`src/rtl/demux_pkg.sv`:
```
// Shared constants and helpers for the 1-to-N stream demultiplexer.
//   MODE_ROUTE / MODE_BCAST : values of the mode input
//   DROP_W                  : width of the dropped-transfer counter
//   calc_sel_w()            : channel-select width, never less than one bit
package demux_pkg;

  localparam logic MODE_ROUTE = 1'b0;
  localparam logic MODE_BCAST = 1'b1;

  localparam int unsigned DROP_W = 8;

  // max(1, ceil(log2(n)))
  function automatic int unsigned calc_sel_w(input int unsigned n);
    return (n <= 2) ? 1 : $clog2(n);
  endfunction

endpackage

```
`src/rtl/demux_chan_buf.sv`:
```
// One-entry output buffer for a single demux channel.
//   clk, rst_n : clock, asynchronous active-low reset
//   push       : load din (may coincide with pop for a bubble-free handoff)
//   pop        : downstream consumed the held entry
//   din        : payload to load
//   full       : entry is held
//   dout       : held payload (retains last value once empty)
module demux_chan_buf #(
  parameter int unsigned WIDTH = 8
) (
  input  logic             clk,
  input  logic             rst_n,
  input  logic             push,
  input  logic             pop,
  input  logic [WIDTH-1:0] din,
  output logic             full,
  output logic [WIDTH-1:0] dout
);

  // Push wins over pop so a same-cycle pop-and-push keeps the entry full.
  always_ff @(posedge clk or negedge rst_n) begin
    if (!rst_n) begin
      full <= 1'b0;
      dout <= '0;
    end else if (push) begin
      full <= 1'b1;
      dout <= din;
    end else if (pop) begin
      full <= 1'b0;
    end
  end

endmodule

```
`src/rtl/demux_1xn_stream.sv`:
```
// 1-to-N valid/ready stream demultiplexer with per-channel one-entry buffers.
//   clk, rst_n : clock, asynchronous active-low reset
//   sel        : destination channel index (0 = first channel)
//   mode       : MODE_ROUTE sends to sel, MODE_BCAST loads every channel
//   in_valid / in_ready / in_data    : upstream handshake and payload
//   out_valid / out_ready / out_data : per-channel handshakes, channel k at
//                                      out_data[k*WIDTH +: WIDTH]
//   err        : sticky, an accepted routed transfer had an out-of-range sel
//   err_clr    : synchronous clear of err and drop_cnt
//   drop_cnt   : dropped transfers, saturating at 255
module demux_1xn_stream
  import demux_pkg::*;
#(
  parameter  int unsigned N_OUT = 5,
  parameter  int unsigned WIDTH = 8,
  localparam int unsigned SEL_W = calc_sel_w(N_OUT)
) (
  input  logic                   clk,
  input  logic                   rst_n,
  input  logic [SEL_W-1:0]       sel,
  input  logic                   mode,
  input  logic                   in_valid,
  output logic                   in_ready,
  input  logic [WIDTH-1:0]       in_data,
  output logic [N_OUT-1:0]       out_valid,
  input  logic [N_OUT-1:0]       out_ready,
  output logic [N_OUT*WIDTH-1:0] out_data,
  output logic                   err,
  input  logic                   err_clr,
  output logic [DROP_W-1:0]      drop_cnt
);

  logic [N_OUT-1:0] full;
  logic [N_OUT-1:0] pop;
  logic [N_OUT-1:0] writable;
  logic [N_OUT-1:0] sel_hit;
  logic [N_OUT-1:0] push;
  logic             sel_ok;
  logic             xfer;
  logic             drop;

  // Handshake and steering; in_ready is built without in_valid.
  always_comb begin
    sel_hit  = '0;
    push     = '0;
    drop     = 1'b0;
    in_ready = 1'b0;

    for (int unsigned k = 0; k < N_OUT; k++) begin
      sel_hit[k] = (32'(sel) == k);
    end
    // Constant-true when N_OUT is a power of two, so the drop path folds away.
    sel_ok   = (32'(sel) < N_OUT);
    pop      = full & out_ready;
    writable = ~full | pop;

    if (mode == MODE_BCAST) begin
      in_ready = &writable;
    end else if (sel_ok) begin
      in_ready = |(sel_hit & writable);
    end else begin
      in_ready = 1'b1;
    end

    xfer = in_valid & in_ready;
    if (xfer) begin
      if (mode == MODE_BCAST) begin
        push = '1;
      end else if (sel_ok) begin
        push = sel_hit;
      end else begin
        drop = 1'b1;
      end
    end
  end

  for (genvar k = 0; k < N_OUT; k++) begin : g_chan
    demux_chan_buf #(
      .WIDTH (WIDTH)
    ) u_buf (
      .clk   (clk),
      .rst_n (rst_n),
      .push  (push[k]),
      .pop   (pop[k]),
      .din   (in_data),
      .full  (full[k]),
      .dout  (out_data[k*WIDTH +: WIDTH])
    );
  end

  assign out_valid = full;

  // Sticky error and saturating drop counter; clear beats a simultaneous drop.
  always_ff @(posedge clk or negedge rst_n) begin
    if (!rst_n) begin
      err      <= 1'b0;
      drop_cnt <= '0;
    end else if (err_clr) begin
      err      <= 1'b0;
      drop_cnt <= '0;
    end else if (drop) begin
      err <= 1'b1;
      if (drop_cnt != '1) begin
        drop_cnt <= drop_cnt + DROP_W'(1);
      end
    end
  end

endmodule

```
`config.mk`:
```
export PLATFORM = sky130hd
export DESIGN_NAME = demux_1xn_stream
export DESIGN_NICKNAME = d
export VERILOG_FILES = /design/src/rtl/demux_pkg.sv /design/src/rtl/demux_chan_buf.sv /design/src/rtl/demux_1xn_stream.sv
export SDC_FILE = /design/constraint.sdc
export NUM_CORES = 1
export LEC_CHECK = 0
export ABC_AREA = 0
export CORE_MARGIN = 3
export CORE_UTILIZATION = 44
export CTS_BUF_LIST = sky130_fd_sc_hd__clkbuf_2
export DETAILED_ROUTE_END_ITERATION = 8
export PLACE_DENSITY = 0.81
export SKIP_LAST_GASP = 1
export SYNTH_ARGS = -nofsm -noshare
export SYNTH_HDL_FRONTEND = slang
export SYNTH_HIERARCHICAL = 1
export SYNTH_SLANG_ARGS = --single-unit
```
`constraint.sdc`:
```
create_clock -name clk -period 1.87 [get_ports clk]
set_input_delay 0.561 -clock clk [delete_from_list [all_inputs] [get_ports clk]]
set_output_delay 0.561 -clock clk [all_outputs]
set_load 0.03 [all_outputs]
```
Word level (Yosys, flattened, before mapping)
Index checks and enable logic that the tools add are counted.
- equality and inequality tests: 5
- divide/modulo/power cells: 0
- reduce and logical (&&, ||, !) cells: 11
- $add $sub $neg: 1
- $lt $le $gt $ge: 1
- multipliers: 0
- multiplexer cells: 23
- shift-type cells: 0
- bitwise gates (word level): 5
- operators by type and width (kind ; count):
    two-way mux 8 bit ; 3
    two-way mux 1 bit ; 17
    two-way mux 5 bit ; 3
    nonzero test 2 bit ; 7
    bitwise AND 5 bit ; 2
    adder 8 x 1 -> 8 bit (second input constant) ; 1
    inequality test 8 bit (second input constant) ; 1
    equality test 3 x 2 -> 1 bit (second input constant) ; 2
    inverter 5 bit ; 1
    OR 5 bit ; 1
    AND reduction 5 bit ; 1
    OR reduction 5 bit ; 1
    equality test 3 x 1 -> 1 bit (second input constant) ; 1
    equality test 3 bit (second input constant) ; 1
    logical NOT 3 bit ; 1
    less-than comparator 3 bit (second input constant) ; 1
    AND reduction 2 bit ; 1
    bitwise AND 1 bit ; 1
- ROM bits: 0
- input port bits: 21
- bits in writable memories: 0
- register bits after elaboration: 54
- output and inout bits: 55
- memories kept: 0
- bits in latches: 0
- logic and storage cells: 58

Longest topological paths before layout
Gate-level depths: netlist of the first run.
- depth in word-level cells: 10
- mapped depth: 6
- mapped depth without buffers: 5

By module
The synthesis of the first run kept the hierarchy.
- by module, submodules not included (module ; times used ; cells each ; area each (um2) ; seq. area each (um2)):
    demux_chan_buf ; 5 ; 20 ; 369.1 ; 225.2
    demux_1xn_stream ; 1 ; 87 ; 729.4 ; 225.2

Worst setup path before layout of the first run
Ideal clock, no wire load.
- path kind: in2reg
- start point: input port sel[1]
- end point: register g_chan[0].u_buf.dout[0]
- required time: 1745 ps
- buffers on the path: 1
- arrival time: 2074 ps
- slack: -329 ps
- stages on the path: 6
- cells stage by stage: or2_4 o21a_1 a221o_1 a211oi_1 buf_6 mux2_4
- cells in the longest elaborated chain, start to end: 7
- elaborated cells on any way between the ends: 14
- classes of those cells: order compare: 1; eq/ne: 4; mux: 5; bitwise: 2; reduce/logical: 2
- ends and longest elaborated chain (what ; line ; text):
    start, declared ; demux_1xn_stream.sv:20 ; input logic [SEL_W-1:0] sel,
    equality test 3 x 1 -> 1 bit (tied with other cells) ; demux_1xn_stream.sv:50 ; sel_hit[k] = (32'(sel) == k);
    bitwise AND 5 bit ; demux_1xn_stream.sv:60 ; in_ready = |(sel_hit & writable);
    OR reduction 5 bit ; demux_1xn_stream.sv:60 ;
    two-way mux 1 bit ; demux_1xn_stream.sv:59 ; end else if (sel_ok) begin
    two-way mux 1 bit ; demux_1xn_stream.sv:57 ; if (mode == MODE_BCAST) begin
    bitwise AND 1 bit ; demux_1xn_stream.sv:65 ; xfer = in_valid & in_ready;
    two-way mux 5 bit * ; demux_1xn_stream.sv:66 ; if (xfer) begin
    net push[0] ; demux_1xn_stream.sv:37 ; logic [N_OUT-1:0] push;
    end signal, assigned ; demux_chan_buf.sv:27 ; dout <= din;
    end, declared ; demux_chan_buf.sv:17 ; output logic [WIDTH-1:0] dout
Mark *: on every way through the listed nets, which the timed path passes. The rest lies on a longest branch.
A chain may end at the register's enable or synchronous reset.

Final worst setup path of the first run
- start point: input port sel[2]
- end point: output port in_ready
- cells in the longest elaborated chain, start to end: 5
- elaborated cells on any way between the ends: 10
- classes of those cells: order compare: 1; eq/ne: 4; mux: 2; bitwise: 1; reduce/logical: 2
- ends and longest elaborated chain (what ; line ; text):
    equality test 3 x 1 -> 1 bit (tied with other cells) ; demux_1xn_stream.sv:50 ;
    bitwise AND 5 bit ; demux_1xn_stream.sv:60 ;
    OR reduction 5 bit ; demux_1xn_stream.sv:60 ;
    two-way mux 1 bit * ; demux_1xn_stream.sv:59 ;
    two-way mux 1 bit * ; demux_1xn_stream.sv:57 ;
    end, declared ; demux_1xn_stream.sv:23 ; output logic in_ready,
Every way passes the cells marked *; elsewhere a longest branch is shown, timed or not.

==> results of run 1 <==
logic make-up (layout without fill, tap and decap cells):
| family | count (synthesis) | after routing | synth area share, % |
|---|---|---|---|
| AOI/OAI and AO/OA | 32 | 32 | 9.378 |
| adders and majority gates | 1 | 1 | 0.4858 |
| buffers and inverters | 20 | 136 | 4.665 |
| DFF | 54 | 54 | 52.48 |
| muxes | 42 | 42 | 24.20 |
| and+or+nand+nor | 38 | 38 | 8.795 |
per-layer routing:
metal / track usage, % / wire (um) / vias up
li1: - / - / 900
met1: 25.47 / 2729 / 916
met2: 30.93 / 3026 / 51
met3: 4.338 / 329 / 6
met4: 6.209 / 75 / 0
met5: 0 / 0 / -
worst max path at each step:
stage,from,endpoint,cells after the start
5_1_grt,sel[2],in_ready,6
4_1_cts,g_chan[2].u_buf/full,in_ready,5
6_report,sel[2],in_ready,6
2_1_floorplan,sel[1],in_ready,4
3_5_place_dp,sel[0],g_chan[1].u_buf/dout[6],8
3_3_place_gp,sel[1],g_chan[1].u_buf/dout[1],7
critical path, delay by kind of cell:
kind                   cells  cell delay [ns]
AO/OA/AOI/OAI              2             0.41
AND/OR/NAND/NOR            2             0.33
buffers and inverters      2             0.40
power groups by stage:
| stage | logic, mW | clock network (mW) | registers [mW] |
|---|---|---|---|
| global placement | 2.45 | 0 | 1.79 |
| global route | 2.38 | 0.506 | 1.82 |
| detailed placement | 2.50 | 0 | 1.78 |
| floorplan | 0.702 | 0 | 2.48 |
| finish | 2.25 | 0.447 | 1.78 |
| CTS | 2.33 | 0.461 | 1.77 |
timing repair:
| action | CTS | global route |
|---|---|---|
| pin swaps | 6 | 4 |
| buffers inserted | 6 | 3 |
| resized for setup | 121 | 85 |
| cloned | 0 | 0 |
| endpoints found under the setup margin | 105 | 98 |
cells in the final DEF (no fill, tap or decap), types with 3 or more instances in the layout:
cell type and n:
and2_1 5, buf_12 4, clkdlybuf4s50_1 10, nand2b_4 3
nand3_1 3, nor2_1 7, a211oi_4 5, dfrtp_1 51
buf_4 33, mux2_4 40, buf_6 5, a21oi_1 7
dfrtp_2 3, clkdlybuf4s15_1 6, clkbuf_2 44, inv_1 11
buf_2 9, nand2_1 4, dlygate4sd2_1 8, a21o_2 5
sequential cells by signal, indices dropped and copies added (netlist names):
name and flops:
drop_cnt 8, err 1, g_chan.u_buf/dout 40, g_chan.u_buf/full 5
cell type report:
cell class                 count  share of cell area, %
clock buffer                   5                 0.6826
clock inverter                 2                 0.3754
inverter                      12                  1.229
multi-input combinational    113                  34.03
sequential                    54                  36.96
tap                           72                  2.457
timing repair buffer         117                  24.27
stage by stage:
step | cell area [um^2] | cells | TNS (ns)
detailed placement | 3657 | 359 | -46.05
global route | 3666 | 375 | -9.921
CTS | 3782 | 372 | -8.773
global placement | 3657 | 359 | -42.23
floorplan | 2601 | 187 | -12.83
finish | 3666 | 375 | -9.609
==> results.sh, run 1 <==
export IMPL_status="finished, violations left"
export IMPL_failed_checks="setup timing"
export IMPL_fp_dieArea_um2=6806
export IMPL_synth_edf_count=0
export IMPL_synth_top_cell_by_area="dfrtp_1"
export IMPL_layout_min_cycle_time_ns=2.257
export IMPL_critPathRequiredTime_ns=1.31
export IMPL_path_cells="dlygate4sd2_1, and3b_2, a22oi_2, a31o_2, nand2_2, buf_6"
export IMPL_drv_slew=0
export IMPL_rr_worst_depth=7
export IMPL_max_freq_mhz=443.1
export IMPL_grt_antenna_before_repair=0
export IMPL_skew_ns=0.01162
export IMPL_grt_usage_pct=19.11
export IMPL_timing_slew_headroom_pct=52.14
export IMPL_rows=27
export IMPL_ant_nets=0
export IMPL_hold_violations=0
export IMPL_synth_area_per_cell_um2=13.77
export IMPL_cts_sinks=54
export IMPL_pwr_share_clk_pct=10.0
export IMPL_core_um2=5574
export IMPL_drv_cap=0
export IMPL_combPwrFrac_pct=50.3
export IMPL_synth_most_common_cell="dfrtp_1"
export IMPL_synth_common_cells="dfrtp_1, mux2_4, inv_1, a21oi_1, nor2_1"
export IMPL_ys_types=35
export IMPL_p_sw_mw=1.864
export IMPL_ys_top_cells_by_area="dfrtp_1, mux2_4, buf_6"
export IMPL_cts_tree="yes"
export IMPL_multi_input_area_um2=1247
export IMPL_drive_gt1_share_pct=57.76
export IMPL_dp_hpwl_mm=4.353
export IMPL_first_pass_iters=5
export IMPL_yosys_warnings=6
export IMPL_htreeDepth=2
export IMPL_nets=325
export IMPL_grt_pass1_wl_mm=9.708
export IMPL_routed_wirelength_mm=6.160
export IMPL_io_buffers=75
export IMPL_fill_cells=422
export IMPL_yosysTopAreaCellShare_pct=52.48
export IMPL_seqPwrFrac_pct=39.7
export IMPL_end_kind="output port"
export IMPL_clkSlewWorstSetupHoldPaths_ns=0.26
export IMPL_netlist_area_um2=2575
export IMPL_rsz0062_at_grt="yes"
export IMPL_die_y_um=82.50
export IMPL_place_gp_congestion=0.8418
export IMPL_wire_per_inst_um=16.43
export IMPL_netlist_instances=187
export IMPL_post_route_util_pct=65.77
export IMPL_die_w_um=82.50
export IMPL_synth_main_ff_cell="dfrtp_1"
export IMPL_clock_latency_ns=0.43
export IMPL_p_leak_nw=1.756
export IMPL_reg2reg_slack_ns=-0.22
export IMPL_cell_internal_pwr_mw=2.612
export IMPL_whs_ns=0.06360
export IMPL_total_power_mw=4.476
export IMPL_seqCellArea_um2=1355
export IMPL_regToRegStartpoint="g_chan[3].u_buf/full"
export IMPL_areaGrowthSynthToFinish_pct=42.37
export IMPL_synth_fp_nets=209
export IMPL_vias=1873
export IMPL_slowest_stage="dlygate4sd2_1"
export IMPL_grt_pass1_vias=1934
export IMPL_cp_arrival_ns=1.70
export IMPL_switching_share_pct=41.64
export IMPL_critPathMaxFanout=4
export IMPL_clock_tree_buffer_depth=2
export IMPL_synthArstFlopShare_pct=100.0
export IMPL_viasPerCell=4.995
export IMPL_diodes=0
export IMPL_drt_iter0_markers=113
export IMPL_r2r_end="g_chan[1].u_buf/dout[6]"
export IMPL_worst_slack_ns=-0.3870
export IMPL_hp_class="in2async"
export IMPL_post_route_period_util_pct=120.7
export IMPL_grt_max_degree=55
export IMPL_critical_path_max_stage_delay_ns=0.27
export IMPL_ios=76
export IMPL_pre_cts_slack_ns=-1.009
export IMPL_synth_seq_area_share_pct=52.48
export IMPL_hold_buffers=0
export IMPL_start_util_pct=46.20
export IMPL_power_density_nw_per_um2=1221
export IMPL_ys_seq_elements=54
export IMPL_finalSetupViolations=44
export IMPL_cts_root_buf="clkbuf_2"
export IMPL_cp_start_kind="input pin"
export IMPL_vdd_drop_max_mv=0.8328
export IMPL_overflow=0
export IMPL_path_class="in2out"
export IMPL_drc=0
export IMPL_worst_pin_slew_ns=0.7171
export IMPL_numCtsBuffers=5
Power figures use the tool's default switching activity.
==> inputs of run 2 (changes only) <==
--- a/config.mk
+++ b/config.mk
@@ -6,6 +6,7 @@
 export NUM_CORES = 1
 export LEC_CHECK = 0
 export ABC_AREA = 0
+export CAP_MARGIN = 20
 export CORE_MARGIN = 3
 export CORE_UTILIZATION = 44
 export CTS_BUF_LIST = sky130_fd_sc_hd__clkbuf_2
==> results of run 2 <==
Final layout, timing and power as in run 1 (identical DEF).
==> inputs of run 3 (changes only) <==
--- a/config.mk
+++ b/config.mk
@@ -7,7 +7,7 @@
 export LEC_CHECK = 0
 export ABC_AREA = 0
 export CAP_MARGIN = 20
-export CORE_MARGIN = 3
+export CORE_MARGIN = 10
 export CORE_UTILIZATION = 44
 export CTS_BUF_LIST = sky130_fd_sc_hd__clkbuf_2
 export DETAILED_ROUTE_END_ITERATION = 8
==> run 3 against run 2 <==
Effect of this change: count of clock-buffer cells in the layout did not move; total power increased by 8.1%; largest cell class unchanged; sequential power about the same; clock skew about the same; non-clock buffer count up 14; cell count increased by 4.0%; sequential share of layout area is 2.3 points lower; via count up 8.9%; maximum frequency is 1.6% lower; hold slack better by 0.48 ns; critical path type unchanged; die area increased by 37%; the flow still finishes with violations (setup timing).
==> results.sh, run 3 (synthesized netlist as in run 1, its figures left out) <==
export IMPL_endpoint="in_ready"
export IMPL_finalInstanceArea_um2=3905
export IMPL_p_leak_nw=1.838
export IMPL_vias=2039
export IMPL_cts_sinks=54
export IMPL_critPathRequiredTime_ns=1.31
export IMPL_power_density_nw_per_um2=1239
export IMPL_layout_min_cycle_time_ns=2.293
export IMPL_grt_max_degree=55
export IMPL_worst_pin_slew_ns=0.2980
export IMPL_drive_gt1_share_pct=60.69
export IMPL_cts_root_buf="clkbuf_2"
export IMPL_p_sw_mw=1.954
export IMPL_cp_start_kind="input pin"
export IMPL_mostFrequentLayoutCells="dfrtp_1, buf_4, mux2_4"
export IMPL_io_buffers=75
export IMPL_overflow=0
export IMPL_drv_slew=0
export IMPL_rsz0062_at_grt="yes"
export IMPL_drt_iter0_markers=111
export IMPL_areaGrowthSynthToFinish_pct=51.65
export IMPL_grt_antenna_before_repair=0
export IMPL_htreeDepth=2
export IMPL_viasPerCell=5.228
export IMPL_reg_top3="g_chan.u_buf/dout: 40 flops, drop_cnt: 8 flops, g_chan.u_buf/full: 5 flops"
export IMPL_place_gp_congestion=0.8082
export IMPL_nets=339
export IMPL_ant_nets=0
export IMPL_regMostFlops="g_chan.u_buf/dout"
export IMPL_path_class="in2out"
export IMPL_cell_internal_pwr_mw=2.883
export IMPL_cp_arrival_ns=1.73
export IMPL_failed_checks="setup timing"
export IMPL_slowest_stage="a221o_2"
export IMPL_post_route_util_pct=69.63
export IMPL_r2r_end="g_chan[3].u_buf/dout[4]"
export IMPL_clock_tree_buffer_depth=2
export IMPL_critical_path_max_stage_delay_ns=0.33
export IMPL_dp_hpwl_mm=4.762
export IMPL_ios=76
export IMPL_core_um2=5608
export IMPL_finalSetupViolations=45
export IMPL_numCtsBuffers=5
export IMPL_pwr_share_clk_pct=13.0
export IMPL_grt_usage_pct=14.78
export IMPL_wire_per_inst_um=18.88
export IMPL_post_route_period_util_pct=122.6
export IMPL_routed_wirelength_mm=7.362
export IMPL_switching_share_pct=40.40
export IMPL_diodes=0
export IMPL_rows=27
export IMPL_critPathMaxFanout=5
export IMPL_rr_worst_depth=8
export IMPL_first_pass_iters=4
export IMPL_grt_pass1_vias=2016
export IMPL_vdd_drop_max_mv=0.7368
export IMPL_clock_latency_ns=0.45
export IMPL_status="finished, violations left"
export IMPL_cts_tree="yes"
export IMPL_seqPwrFrac_pct=36.7
export IMPL_drv_cap=0
export IMPL_start_util_pct=45.92
export IMPL_die_y_um=96.50
export IMPL_path_cells="dlygate4sd2_1, buf_4, o21a_1, a221o_2, nand2_2, buf_6"
export IMPL_clkSlewWorstSetupHoldPaths_ns=0.29
export IMPL_hold_violations=0
export IMPL_cp_startpoint="sel[2]"
export IMPL_end_kind="output port"
export IMPL_final_common_cell="dfrtp_1"
export IMPL_max_freq_mhz=436.0
export IMPL_reg2reg_slack_ns=-0.34
export IMPL_grt_pass1_wl_mm=10.70
export IMPL_fp_dieArea_um2=9312
export IMPL_combPwrFrac_pct=50.3
export IMPL_die_w_um=96.50
export IMPL_skew_ns=0.01205
export IMPL_regToRegStartpoint="g_chan[3].u_buf/full"
export IMPL_drc=0
export IMPL_timing_slew_headroom_pct=79.88
export IMPL_setup_tns_ns=-11.93
export IMPL_hp_class="reg2reg"
export IMPL_place_area_um2=3685
export IMPL_worst_slack_ns=-0.4234
export IMPL_largest_reg_flops=40
==> run 3: changes by cell type in the layout (fill, tap and decap cells not counted), sizes merged, moves of 2 or more <==
cell / previous run / this run
dlygate4sd2: 8 / 5
clkbuf: 44 / 35
clkdlybuf4s50: 10 / 12
clkdlybuf4s15: 8 / 21
buf: 51 / 62
==> run 3: power groups by stage <==
stage / Sequential [mW] / Combinational (mW) / Clock [mW]
2_1_floorplan: 2.48 / 0.702 / 0
3_3_place_gp: 1.77 / 2.53 / 0
3_5_place_dp: 1.77 / 2.58 / 0
4_1_cts: 1.77 / 2.47 / 0.653
5_1_grt: 1.83 / 2.56 / 0.695
6_report: 1.78 / 2.43 / 0.631
==> run 3: per-layer routing <==
metal,track usage [%],up-vias,part of all wire (%)
met5,0,-,0
li1,-,928,-
met2,24.22,91,50
met4,5.448,0,2.8
met3,4.780,21,8.0
met1,17.79,999,39
==> run 3: area by class of cell <==
class,instances,area (um^2)
inverter,12,45.04
clock buffer,5,25.02
fill,399,1703
sequential,54,1355
multi-input combinational,113,1235
timing repair buffer,131,1106
tap,72,90.09
clock inverter,3,48.80
==> run 3: stage by stage <==
stage          instances  hold slack [ns]  total power [mW]  worst slack, ns
2_1_floorplan        187           0.2654             3.184          -0.3175
3_3_place_gp         361           0.4957             4.299          -0.8798
3_5_place_dp         361           0.4912             4.342          -0.9215
4_1_cts              375         0.006413             4.894          -0.4539
5_1_grt              390           0.5637             5.082          -0.4844
6_report             390           0.5420             4.838          -0.4234
==> run 3: worst min path at each step <==
stage	to	startpoint	cells past startpoint	slack (ns)
after floorplan	drop_cnt[0]	rst_n	0	0.27
after global placement	g_chan[2].u_buf/dout[2]	g_chan[2].u_buf/dout[2]	1	0.50
after detailed placement	g_chan[2].u_buf/dout[7]	g_chan[2].u_buf/dout[7]	1	0.49
after CTS	g_chan[4].u_buf/full	rst_n	2	0.006
after global routing	g_chan[0].u_buf/full	rst_n	3	0.56
final	err	err	2	0.54
==> run 3: repair_timing <==
action | CTS | global route
pin swaps | 4 | 5
cloned | 0 | 0
endpoints found under the hold margin | 0 | 1
setup buffers | 6 | 17
endpoints found under the setup margin | 102 | 88
hold buffers | 0 | 1
gates resized for setup | 170 | 51
==> run 3: critical path: cells and delay by family <==
kind	cells	cell delay (ns)
and+or+nand+nor	1	0.07
buffers and inverters	3	0.58
AOI/OAI and AO/OA	2	0.52
